### src/rtl/div_gen.sv
// Multi-cycle restoring integer divider (signed/unsigned) with divide-by-zero flag and abort.
// Latency: WIDTH+1 cycles from the start edge to ready_o (1 cycle for a zero divisor).
// Backpressure: requester holds start_i high; the result is held until start_i falls.
module div_gen #(
    parameter int WIDTH = 32
) (
    input  logic                 clk,
    input  logic                 rst,
    input  logic                 start_i,
    input  logic                 annul_i,
    input  logic                 signed_div_i,
    input  logic [WIDTH-1:0]     opdata1_i,
    input  logic [WIDTH-1:0]     opdata2_i,
    output logic [2*WIDTH-1:0]   result_o,
    output logic                 ready_o,
    output logic                 busy_o,
    output logic                 divzero_o
);

    localparam int CW = $clog2(WIDTH + 1);

    typedef enum logic [1:0] {
        S_IDLE   = 2'd0,
        S_BYZERO = 2'd1,
        S_ON     = 2'd2,
        S_END    = 2'd3
    } state_t;

    state_t               state_q, state_d;
    logic [CW-1:0]        cnt_q, cnt_d;
    // Partial remainder is one bit wider than the operands; its top bit stays 0.
    logic [WIDTH:0]       rem_q, rem_d;
    // Holds the dividend magnitude; quotient bits shift in from the bottom as dividend bits leave the top.
    logic [WIDTH-1:0]     quo_q, quo_d;
    logic [WIDTH-1:0]     dsr_q, dsr_d;
    logic                 negq_q, negq_d;
    logic                 negr_q, negr_d;
    logic [2*WIDTH-1:0]   result_q, result_d;
    logic                 ready_q, ready_d;
    logic                 busy_q, busy_d;
    logic                 divzero_q, divzero_d;

    logic [WIDTH-1:0]     abs1, abs2;
    logic [WIDTH+1:0]     shifted, trial;
    logic [WIDTH-1:0]     quo_fin, rem_fin;
    logic                 abort;

    // Operand magnitudes, one restoring trial subtraction, and sign-corrected final values.
    always_comb begin
        abs1    = (signed_div_i && opdata1_i[WIDTH-1]) ? -opdata1_i : opdata1_i;
        abs2    = (signed_div_i && opdata2_i[WIDTH-1]) ? -opdata2_i : opdata2_i;
        shifted = {rem_q, quo_q[WIDTH-1]};
        trial   = shifted - {2'b00, dsr_q};
        quo_fin = negq_q ? -quo_q : quo_q;
        rem_fin = negr_q ? -rem_q[WIDTH-1:0] : rem_q[WIDTH-1:0];
        abort   = annul_i || !start_i;
    end

    // Next-state and next-output logic; every register defaults to holding its value.
    always_comb begin
        state_d   = state_q;
        cnt_d     = cnt_q;
        rem_d     = rem_q;
        quo_d     = quo_q;
        dsr_d     = dsr_q;
        negq_d    = negq_q;
        negr_d    = negr_q;
        result_d  = result_q;
        ready_d   = ready_q;
        busy_d    = busy_q;
        divzero_d = divzero_q;
        case (state_q)
            S_IDLE: begin
                if (start_i && !annul_i) begin
                    busy_d = 1'b1;
                    if (opdata2_i == '0) begin
                        state_d = S_BYZERO;
                    end else begin
                        state_d = S_ON;
                        cnt_d   = '0;
                        rem_d   = '0;
                        quo_d   = abs1;
                        dsr_d   = abs2;
                        negq_d  = signed_div_i && (opdata1_i[WIDTH-1] ^ opdata2_i[WIDTH-1]);
                        negr_d  = signed_div_i && opdata1_i[WIDTH-1];
                    end
                end
            end
            S_BYZERO: begin
                busy_d   = 1'b0;
                result_d = '0;
                if (abort) begin
                    state_d   = S_IDLE;
                    ready_d   = 1'b0;
                    divzero_d = 1'b0;
                end else begin
                    state_d   = S_END;
                    ready_d   = 1'b1;
                    divzero_d = 1'b1;
                end
            end
            S_ON: begin
                if (abort) begin
                    state_d   = S_IDLE;
                    busy_d    = 1'b0;
                    result_d  = '0;
                    ready_d   = 1'b0;
                    divzero_d = 1'b0;
                end else if (cnt_q == CW'(WIDTH)) begin
                    state_d   = S_END;
                    busy_d    = 1'b0;
                    result_d  = {rem_fin, quo_fin};
                    ready_d   = 1'b1;
                    divzero_d = 1'b0;
                end else begin
                    // A clear top bit of the trial means the divisor fitted: keep the difference.
                    if (!trial[WIDTH+1]) begin
                        rem_d = trial[WIDTH:0];
                        quo_d = {quo_q[WIDTH-2:0], 1'b1};
                    end else begin
                        rem_d = shifted[WIDTH:0];
                        quo_d = {quo_q[WIDTH-2:0], 1'b0};
                    end
                    cnt_d = cnt_q + CW'(1);
                end
            end
            S_END: begin
                if (!start_i) begin
                    state_d   = S_IDLE;
                    result_d  = '0;
                    ready_d   = 1'b0;
                    divzero_d = 1'b0;
                end
            end
            default: state_d = S_IDLE;
        endcase
    end

    // State and output registers with synchronous active-low reset.
    always_ff @(posedge clk) begin
        if (!rst) begin
            state_q   <= S_IDLE;
            cnt_q     <= '0;
            rem_q     <= '0;
            quo_q     <= '0;
            dsr_q     <= '0;
            negq_q    <= 1'b0;
            negr_q    <= 1'b0;
            result_q  <= '0;
            ready_q   <= 1'b0;
            busy_q    <= 1'b0;
            divzero_q <= 1'b0;
        end else begin
            state_q   <= state_d;
            cnt_q     <= cnt_d;
            rem_q     <= rem_d;
            quo_q     <= quo_d;
            dsr_q     <= dsr_d;
            negq_q    <= negq_d;
            negr_q    <= negr_d;
            result_q  <= result_d;
            ready_q   <= ready_d;
            busy_q    <= busy_d;
            divzero_q <= divzero_d;
        end
    end

    assign result_o  = result_q;
    assign ready_o   = ready_q;
    assign busy_o    = busy_q;
    assign divzero_o = divzero_q;

endmodule

### config.mk
export PLATFORM = sky130hd
export DESIGN_NAME = div_gen
export DESIGN_NICKNAME = d
export VERILOG_FILES = /design/src/rtl/div_gen.sv
export SDC_FILE = /design/constraint.sdc
export NUM_CORES = 1
export LEC_CHECK = 0
export BUFFER_PORTS_ARGS = -buffer_cell sky130_fd_sc_hd__buf_2
export CAP_MARGIN = 30
export CORE_UTILIZATION = 50
export DETAILED_ROUTE_END_ITERATION = 16
export PLACE_DENSITY = 0.66
export SLEW_MARGIN = 15
export SYNTH_ARGS = -nofsm -noshare
export SYNTH_HDL_FRONTEND = slang
export SYNTH_SLANG_ARGS = --single-unit
### constraint.sdc
create_clock -name clk -period 8.15 [get_ports clk]
set_input_delay 1.63 -clock clk [delete_from_list [all_inputs] [get_ports clk]]
set_output_delay 1.63 -clock clk [all_outputs]
set_load 0.005 [all_outputs]
==> impl_results.md, run 1 <==
* Placed Area at 0.0120 sq mm
* Number of distinct library cells after synthesis at 64
* Worst-skew pair later-pin latency at 0.44 ns
* Crit path cell chain: buf_2 > or4_1 > nor4_1 > nand2_1 > o31ai_4 > a21o_1 > buf_4 > and2_1 > buf_8 > a32oi_1 > o21ai_1
* Highest Clock Rate at 204 MHz
* Die H at 152 um
* Final WL at 29600 um
* HPWL after detailed placement at 22200 um
* Wire per inst at 16.2 um
* Drc violations at 0
* Io pins at 136
* Slew Viols, Final at 0
* Placed Cells incl. Taps at 1787
* Max incr delay on CP at 0.56 ns
* Ys Warns at 0
* Core Box Area at 0.0219 sq mm
* # nets final at 1642
* WHS at 0.444 ns
* Tcrit/Tclk final at 60.1%
* Non-filler cells, final at 1823
* Area Overhead vs Synth at 13.1%
* FF-to-FF path depth at 11
* Number of antenna repair diodes at 0
* 1st-iter DRT viols at 743
* Gr ovfl total at 0
* VDD IR-drop max at 0.000220 V
* Syn nets at 1551
* Hold Vio Cnt, Final at 0
* Main synth FF type: dfxtp_1
* PortBufs at 135
* Final Cell Area at 0.0127 sq mm
* RSZ-0062 raised after global routing: no
* Layout cells sized above 1 at 12.7%
* Fin crit period at 4.90 ns
* Num Clock Sinks at 174
* CTS Hold Bufs at 0
* Global-route wire length before repair at 46800 um
* Max_cap viols at 0
* Type of origin of the critical path: input port
* Vias per Instance at 5.73
* Relative slew slack at 34.2%
* Seq/Total Area, Yosys at 31.1%
* Cells after synthesis at 1439
* Status: completed
* Leak Pwr at 5.47 nW
* Vias in the first global route at 8988
* Final Core Density at 57.9%
* Pwr per Cell Area at 253 mW/mm^2
* Final Total Pwr at 3.21 mW
* Setup CP Type: in -> reg
* Final Setup Violations at 0
* Clk slew on worst S/H paths at 0.07 ns
* CTS Buf Count at 17
* Root Driver: clkbuf_16
* Number of routed nets with antenna violations at 0
* CTS Buffer Depth at 2
* Ys async rst share at 0%
* Critical path peak fanout at 40
* Area of the die at 0.0230 sq mm
* Most frequent cells in the layout: 218 x nand2_1, 174 x dfxtp_1, 135 x buf_2, 131 x o21ai_0, 96 x xor2_1
* Die Wd at 152 um
* Layout Skew at 0.00935 ns
* CTS-repair resized insts at 0
* Endpoint type of the worst setup path: flop
* WP data arrival at 5.26 ns
* Required @ worst endpoint at 8.51 ns
* Final setup TNS at 0 ns
* Initial antenna violation count at 0
* Hold WC Path Type: reg -> reg
* Slew @ Worst Pin at 0.978 ns
* Number of synthesized flops with an enable pin at 0
* Hold Path Depth at 2
* Slowest CP cell: or4_1
* Syn Std Cell Area at 0.0112 sq mm
* Mapped Avg Cell Area at 7.79 sq um
* Final worst slack at 3.25 ns
* Initial Util at 51.2%
* Largest net degree at the start of global routing at 81
* CTS tree: built
* Vias at 10448
* Gpl congestion at 0.925
* Pre-antenna DRT Iters at 7
* Place WS at 2.85 ns
* Yosys reg bits at 174
* Total GRT Usage at 25.8%
* Post-CTS setup buffers at 0
* Most common cell after layout, fill and taps aside: nand2_1
* Std cell rows at 54
* H-tree lvl count at 4
## critical path, delay by kind of cell
family	cells	cell delay (ns)
compound gates	4	0.88
simple gates	4	2.01
buf+inv	3	0.72
## state kept, by name (all words and copies together), names as in the netlist
signal,cells
busy_o,1
cnt_q,6
divzero_o,1
dsr_q,32
negq_q,1
negr_q,1
quo_q,32
ready_o,1
rem_q,33
result_o,64
state_q,2
## report_power, final
group | internal, mW | switching (mW) | total [mW]
sequential | 0.954 | 0.138 | 1.09
combinational | 0.485 | 0.826 | 1.31
clock | 0.437 | 0.365 | 0.802
total | 1.88 | 1.33 | 3.21
## area by class of cell
| cell class | instances | area [sq um] |
|---|---|---|
| clock inverters | 12 | 130 |
| fillers | 2066 | 9210 |
| well taps | 280 | 350 |
| multi-input cells | 1127 | 7190 |
| inverters | 61 | 229 |
| clock buffers | 20 | 447 |
| repair buffers | 149 | 847 |
| flip-flops and latches | 174 | 3480 |
## cells by family after synthesis
group / after synthesis / synth area share [%]
adders and majority gates: 43 / 4.86
muxes: 30 / 2.68
xor gates and xnor gates: 149 / 11.6
buffers and inverters: 138 / 5.00
AOI/OAI and AO/OA: 414 / 23.8
and+or+nand+nor: 491 / 20.9
DFF: 174 / 31.1
## cell usage after synthesis, drive strengths merged, types with 29 or more instances
cell type  number  area share, %
o211a          31            2.8
inv            61            2.0
a21oi          81            3.6
nor2           63            2.1
o21ai         155            6.9
nor3           30            1.3
mux2i          30            2.7
nand3          33            1.5
nand2         218            7.3
and2           34            1.9
ha             42            4.7
clkbuf         56            1.9
xor2           96            7.5
xnor2          53            4.1
o31ai          29            2.1
dfxtp         174             31
## metal layers
metal / vias up / part of all wire (%) / wire length [um] / global-route usage [%]
met4: 0 / 1.4 / 411 / 7.08
li1: 5275 / - / - / -
met3: 26 / 7.3 / 2160 / 3.11
met5: - / 0 / 0 / 0
met2: 347 / 39 / 11500 / 34.9
met1: 4800 / 52 / 15500 / 41.7
## path summary, 6_finish.rpt
path | start | endpoint | slack (ns)
hold reg to reg | result_o[44] | result_o[44] | 0.44
setup reg to reg | rem_q[3] | rem_q[2] | 4.60
hold / removal | result_o[44] | result_o[44] | 0.44
setup / recovery | opdata2_i[8] | rem_q[27] | 3.25
Power figures use the tool's default switching activity.
==> run 2: changes to the inputs <==
- ABC_AREA: not set -> 1
- PLACE_DENSITY: 0.66 -> 0.68
- clock period: 8.15 -> 4.01 ns (I/O delays scaled with it)
==> impl_results.md, run 2 <==
* Area leader, netlist: dfxtp_1
* Area Overhead vs Synth at 11.2%
* Syn Std Cell Area at 0.0132 sq mm
* Yosys reg bits at 174
* Max_cap viols at 0
* Largest net degree at the start of global routing at 71
* PortBufs at 135
* Max reg flops at 64
* Required @ worst endpoint at 4.31 ns
* WHS at 0.465 ns
* Number of routed nets with antenna violations at 0
* Fill cell count at 2680
* Commonest cells post-synth: 573 x nand2_1, 311 x inv_1, 246 x nand3_1
* Initial antenna violation count at 0
* Most common cell after layout, fill and taps aside: nand2_1
* Vias per Instance at 5.37
* Drc violations at 0
* Root Driver: clkbuf_16
* Dominant cell by count in the synthesized netlist: nand2_1
* Fin crit period at 3.02 ns
* Type of origin of the critical path: input port
* Number of distinct library cells after synthesis at 44
* Vias in the first global route at 12289
* Initial Util at 50.8%
* 1st-iter DRT viols at 1255
* CTS Buffer Depth at 2
* Worst path bufs/invs at 5
* Post-CTS setup buffers at 0
* Relative slew slack at 42.6%
* Layout Skew at 0.0183 ns
* Slowest CP cell: nand2_4
* Global-route wire length before repair at 64500 um
* Pwr per Cell Area at 471 mW/mm^2
* Max incr delay on CP at 0.43 ns
* Total GRT Usage at 30.7%
* CTS-repair resized insts at 0
* Status: completed
* Place WS at 0.569 ns
* Layout cells sized above 1 at 12.3%
* HPWL after detailed placement at 32400 um
* Gpl congestion at 0.953
* Tcrit/Tclk final at 75.3%
* Num Clock Sinks at 174
* WP data arrival at 3.32 ns
* Final Total Pwr at 6.89 mW
* Mapped Avg Cell Area at 6.04 sq um
* Cells after synthesis at 2181
* CTS tree: built
* Clk slew on worst S/H paths at 0.08 ns
* Slew Viols, Final at 0
* Io pins at 136
* Hold Vio Cnt, Final at 0
* Top delay family on crit path: simple AND/OR/NAND/NOR gates
* Top post-synthesis cells by area: dfxtp_1 26%, nand2_1 16%, nand3_1 9.4%, inv_1 8.9%, a21oi_1 7.1%
* Die H at 164 um
* Core Box Area at 0.0259 sq mm
* Die Wd at 164 um
* Most frequent cells in the layout: 573 x nand2_1, 309 x inv_1, 246 x nand3_1, 185 x a21oi_1, 174 x dfxtp_1
* Seq/Total Area, Yosys at 26.5%
* CTS Hold Bufs at 0
* Number of antenna repair diodes at 0
* VDD IR-drop max at 0.000336 V
* H-tree lvl count at 4
* RSZ-0062 raised after global routing: no
* Pre-antenna DRT Iters at 5
* Most used cell, CP: inv_2
* Gr ovfl total at 0
* Final worst slack at 0.989 ns
* Syn nets at 2293
* Hold WC Path Type: reg -> reg
* Final WL at 41300 um
* Ys Warns at 0
* Final setup TNS at 0 ns
* Std cell rows at 59
* Critical path peak fanout at 43
* Highest Clock Rate at 331 MHz
* Crit path cell chain: buf_2 > inv_1 > ha_1 > inv_2 > nor3_2 > inv_2 > nor2_4 > nand3_2 > nor2_2 > nand3_2 > nand2_2 > nand2_2 > nand2_4 > inv_2 > o21ai_0 > a21oi_1
* Top cell type's share of synthesized area at 26.5%
* Ys async rst share at 0%
* Main synth FF type: dfxtp_1
* Number of synthesized flops with an enable pin at 0
* Final Setup Violations at 0
* Vias at 14069
* Setup CP Type: in -> reg
* Leak Pwr at 7.11 nW
* # nets final at 2384
* Area of the die at 0.0270 sq mm
* Endpoint type of the worst setup path: flop
* CTS Buf Count at 17
* Worst-skew pair later-pin latency at 0.44 ns
* Slew @ Worst Pin at 0.861 ns
* Wire per inst at 15.8 um
==> run 2: changes by cell type after synthesis, sizes merged, moves of 31 or more <==
cell and change:
xnor2 -31, a21oi +135, o211a -31, nand3 +217, inv +254, xor2 -45
nor2 +107, nand2 +388
==> run 2: layer usage <==
metal  up-vias  wire (um)  track usage [%]
met5         -          0                0
met4         0        927             8.84
met3        52       2160             3.84
met2       403      18600             48.8
met1      6410      19600             43.1
li1       7204          -                -
==> run 2: report_power, final <==
group	internal, mW	leakage, nW	switching (mW)
sequential	1.95	1.41	0.281
clock	0.842	0.293	0.834
combinational	0.911	5.40	2.07
total	3.71	7.11	3.19
==> run 2: cell families after synthesis <==
family,Yosys count,share of synthesized area [%]
adder cells (fa/ha/maj),43,4.14
AO/OA/AOI/OAI,372,15.6
XOR/XNOR,73,4.86
AND/OR/NAND/NOR,1118,36.7
flip-flops,174,26.5
buffers and inverters,401,12.2
==> run 2: area by class of cell <==
type / count / area [sq um] / share of cell area (%)
Inverter: 315 / 1180 / 8.10
Tap cell: 335 / 419 / 2.86
Timing Repair Buffer: 158 / 873 / 5.97
Sequential cell: 174 / 3480 / 23.8
Multi-Input combinational cell: 1606 / 8080 / 55.2
Clock buffer: 17 / 425 / 2.91
Clock inverter: 15 / 170 / 1.16
==> run 2: final timing paths <==
path                                    from            to  slack, ns  cells after the start
worst max-delay path            opdata2_i[0]      quo_q[5]       0.99                     16
worst min-delay path            result_o[35]  result_o[35]       0.46                      2
worst max register to register     rem_q[22]     rem_q[14]       1.17                     14
worst min register to register  result_o[35]  result_o[35]       0.46                      2
==> run 2: worst min-delay path, stage by stage (launching register included) <==
cell and delay (ns):
dfxtp_1 0.31, nand2_1 0.06, a21oi_1 0.05
==> run 2: through the flow <==
step | utilization (%) | instance area (sq um) | std cells
floorplan | - | 13200 | 2181
global placement | 54.2 | 14000 | 2588
detailed placement | 54.2 | 14000 | 2588
CTS | 56.5 | 14600 | 2620
global route | 56.5 | 14600 | 2620
finish | 56.5 | 14600 | 2620
==> run 3: changes to the inputs <==
- ABC_AREA: 1 -> 0
- PLACE_DENSITY: 0.68 -> 0.66
- clock period: 4.01 -> 3.15 ns (I/O delays scaled with it)
==> impl_results.md, run 3 (same netlist as run 1, synthesis figures left out) <==
* Hold Path Depth at 2
* Number of routed nets with antenna violations at 0
* Area Overhead vs Synth at 18.4%
* Required @ worst endpoint at 3.47 ns
* Most frequent cells in the layout: 218 x nand2_1, 174 x dfxtp_1, 135 x buf_2, 131 x o21ai_0, 96 x xor2_1
* Highest Clock Rate at 347 MHz
* Leak Pwr at 5.85 nW
* Placed Cells incl. Taps at 1857
* Final worst slack at 0.268 ns
* Area of the die at 0.0230 sq mm
* Slowest CP cell: dfxtp_1
* Gr ovfl total at 0
* Status: completed
* Tcrit/Tclk final at 91.5%
* Endpoint type of the worst setup path: flop
* CTS Buf Count at 17
* # nets final at 1709
* WP data arrival at 3.21 ns
* Worst R2R Setup Slack at 0.27 ns
* Final Setup Violations at 0
* RSZ-0062 raised after global routing: no
* RR Endpoint: rem_q[2]
* Slew Viols, Final at 0
* Layout Skew at 0.0112 ns
* Crit path cell chain: ha_1 > a21o_1 > a211oi_2 > a211o_1 > a31oi_1 > nor3_1 > buf_4 > xnor2_2 > buf_12 > nand2_1 > a32o_1
* 1st-iter DRT viols at 749
* Die Wd at 152 um
* Clk slew on worst S/H paths at 0.07 ns
* Root Driver: clkbuf_16
* Largest net degree at the start of global routing at 74
* Vias in the first global route at 9219
* Worst reg2reg startpoint: rem_q[3]
* Max_cap viols at 0
* Non-filler cells, final at 1890
* PortBufs at 135
* Gpl congestion at 0.916
* Relative slew slack at 23.4%
* Fill cell count at 2053
* Worst-skew pair later-pin latency at 0.44 ns
* FF-to-FF path depth at 11
* Core Box Area at 0.0219 sq mm
* Final WL at 30600 um
* VDD IR-drop max at 0.000479 V
* Post-CTS setup buffers at 0
* Setup crit start: rem_q[3]
* Most common cell after layout, fill and taps aside: nand2_1
* HPWL after detailed placement at 23300 um
* CTS tree: built
* Layout cells sized above 1 at 16.6%
* CTS Buffer Depth at 2
* Max incr delay on CP at 0.50 ns
* Number of antenna repair diodes at 0
* Initial antenna violation count at 0
* Vias per Instance at 5.66
* Std cell rows at 54
* Setup CP Type: reg -> reg
* Type of origin of the critical path: flop
* Critical path peak fanout at 25
* Last element of the critical path: rem_q[2]
* Io pins at 136
* Placed Area at 0.0126 sq mm
* Hold WC Path Type: reg -> reg
* CTS Hold Bufs at 0
* Initial Util at 51.2%
* Pre-antenna DRT Iters at 5
* Slew @ Worst Pin at 1.14 ns
* Drc violations at 0
* Final Cell Area at 0.0133 sq mm
* H-tree lvl count at 4
* Hold_sp: result_o[47]
* Fin crit period at 2.88 ns
* Max reg flops at 64
* Num Clock Sinks at 174
* Hold Vio Cnt, Final at 0
* Place WS at -0.136 ns
* Pwr per Cell Area at 654 mW/mm^2
* CTS-repair resized insts at 0
* Final Total Pwr at 8.69 mW
* Wire per inst at 16.2 um
* Global-route wire length before repair at 48400 um
* Die H at 152 um
* Total GRT Usage at 26.8%
* Vias at 10705
## run 3: metal layers
metal,routed length [um],GRT usage (%),part of all wire (%)
met5,0,0,0
met3,2410,4.07,7.9
met1,16000,43.1,52
met2,12000,36.5,39
met4,259,5.64,0.85
## run 3: where the power goes
part / internal (mW) / switching, mW / leakage (nW)
clock: 1.24 / 1.02 / 0.305
sequential: 2.47 / 0.348 / 1.41
combinational: 1.40 / 2.22 / 4.13
total: 5.11 / 3.58 / 5.85
## run 3: worst min path at each step
stage / endpoint / slack (ns)
after global routing: result_o[57] / 0.48
final: result_o[47] / 0.45
after global placement: result_o[15] / 0.43
after CTS: result_o[47] / 0.45
after floorplan: result_o[55] / 0.44
after detailed placement: result_o[57] / 0.44
## run 3: layout make-up
class	count	area, sq um	area share (%)
Tap cell	280	350	2.64
Sequential cell	174	3480	26.2
Timing Repair Buffer	216	1380	10.4
Clock inverter	14	191	1.44
Multi-Input combinational cell	1127	7210	54.3
Clock buffer	18	439	3.31
Inverter	61	229	1.72
## run 3: through the flow
| stage | hold WS [ns] | util [%] | setup TNS [ns] |
|---|---|---|---|
| after floorplan | 0.444 | - | 0 |
| after global placement | 0.432 | 57.6 | -4.02 |
| after detailed placement | 0.439 | 57.6 | -6.53 |
| after CTS | 0.455 | 60.5 | 0 |
| after global routing | 0.475 | 60.7 | 0 |
| final | 0.446 | 60.7 | 0 |
## run 3: critical path, delay by kind of cell, from the launching register on
kind | cells | cell delay, ns
compound gates | 5 | 1.11
xor+xnor | 1 | 0.13
fa+ha+maj | 1 | 0.33
buf+inv | 2 | 0.41
flops | 1 | 0.50
simple gates | 2 | 0.27
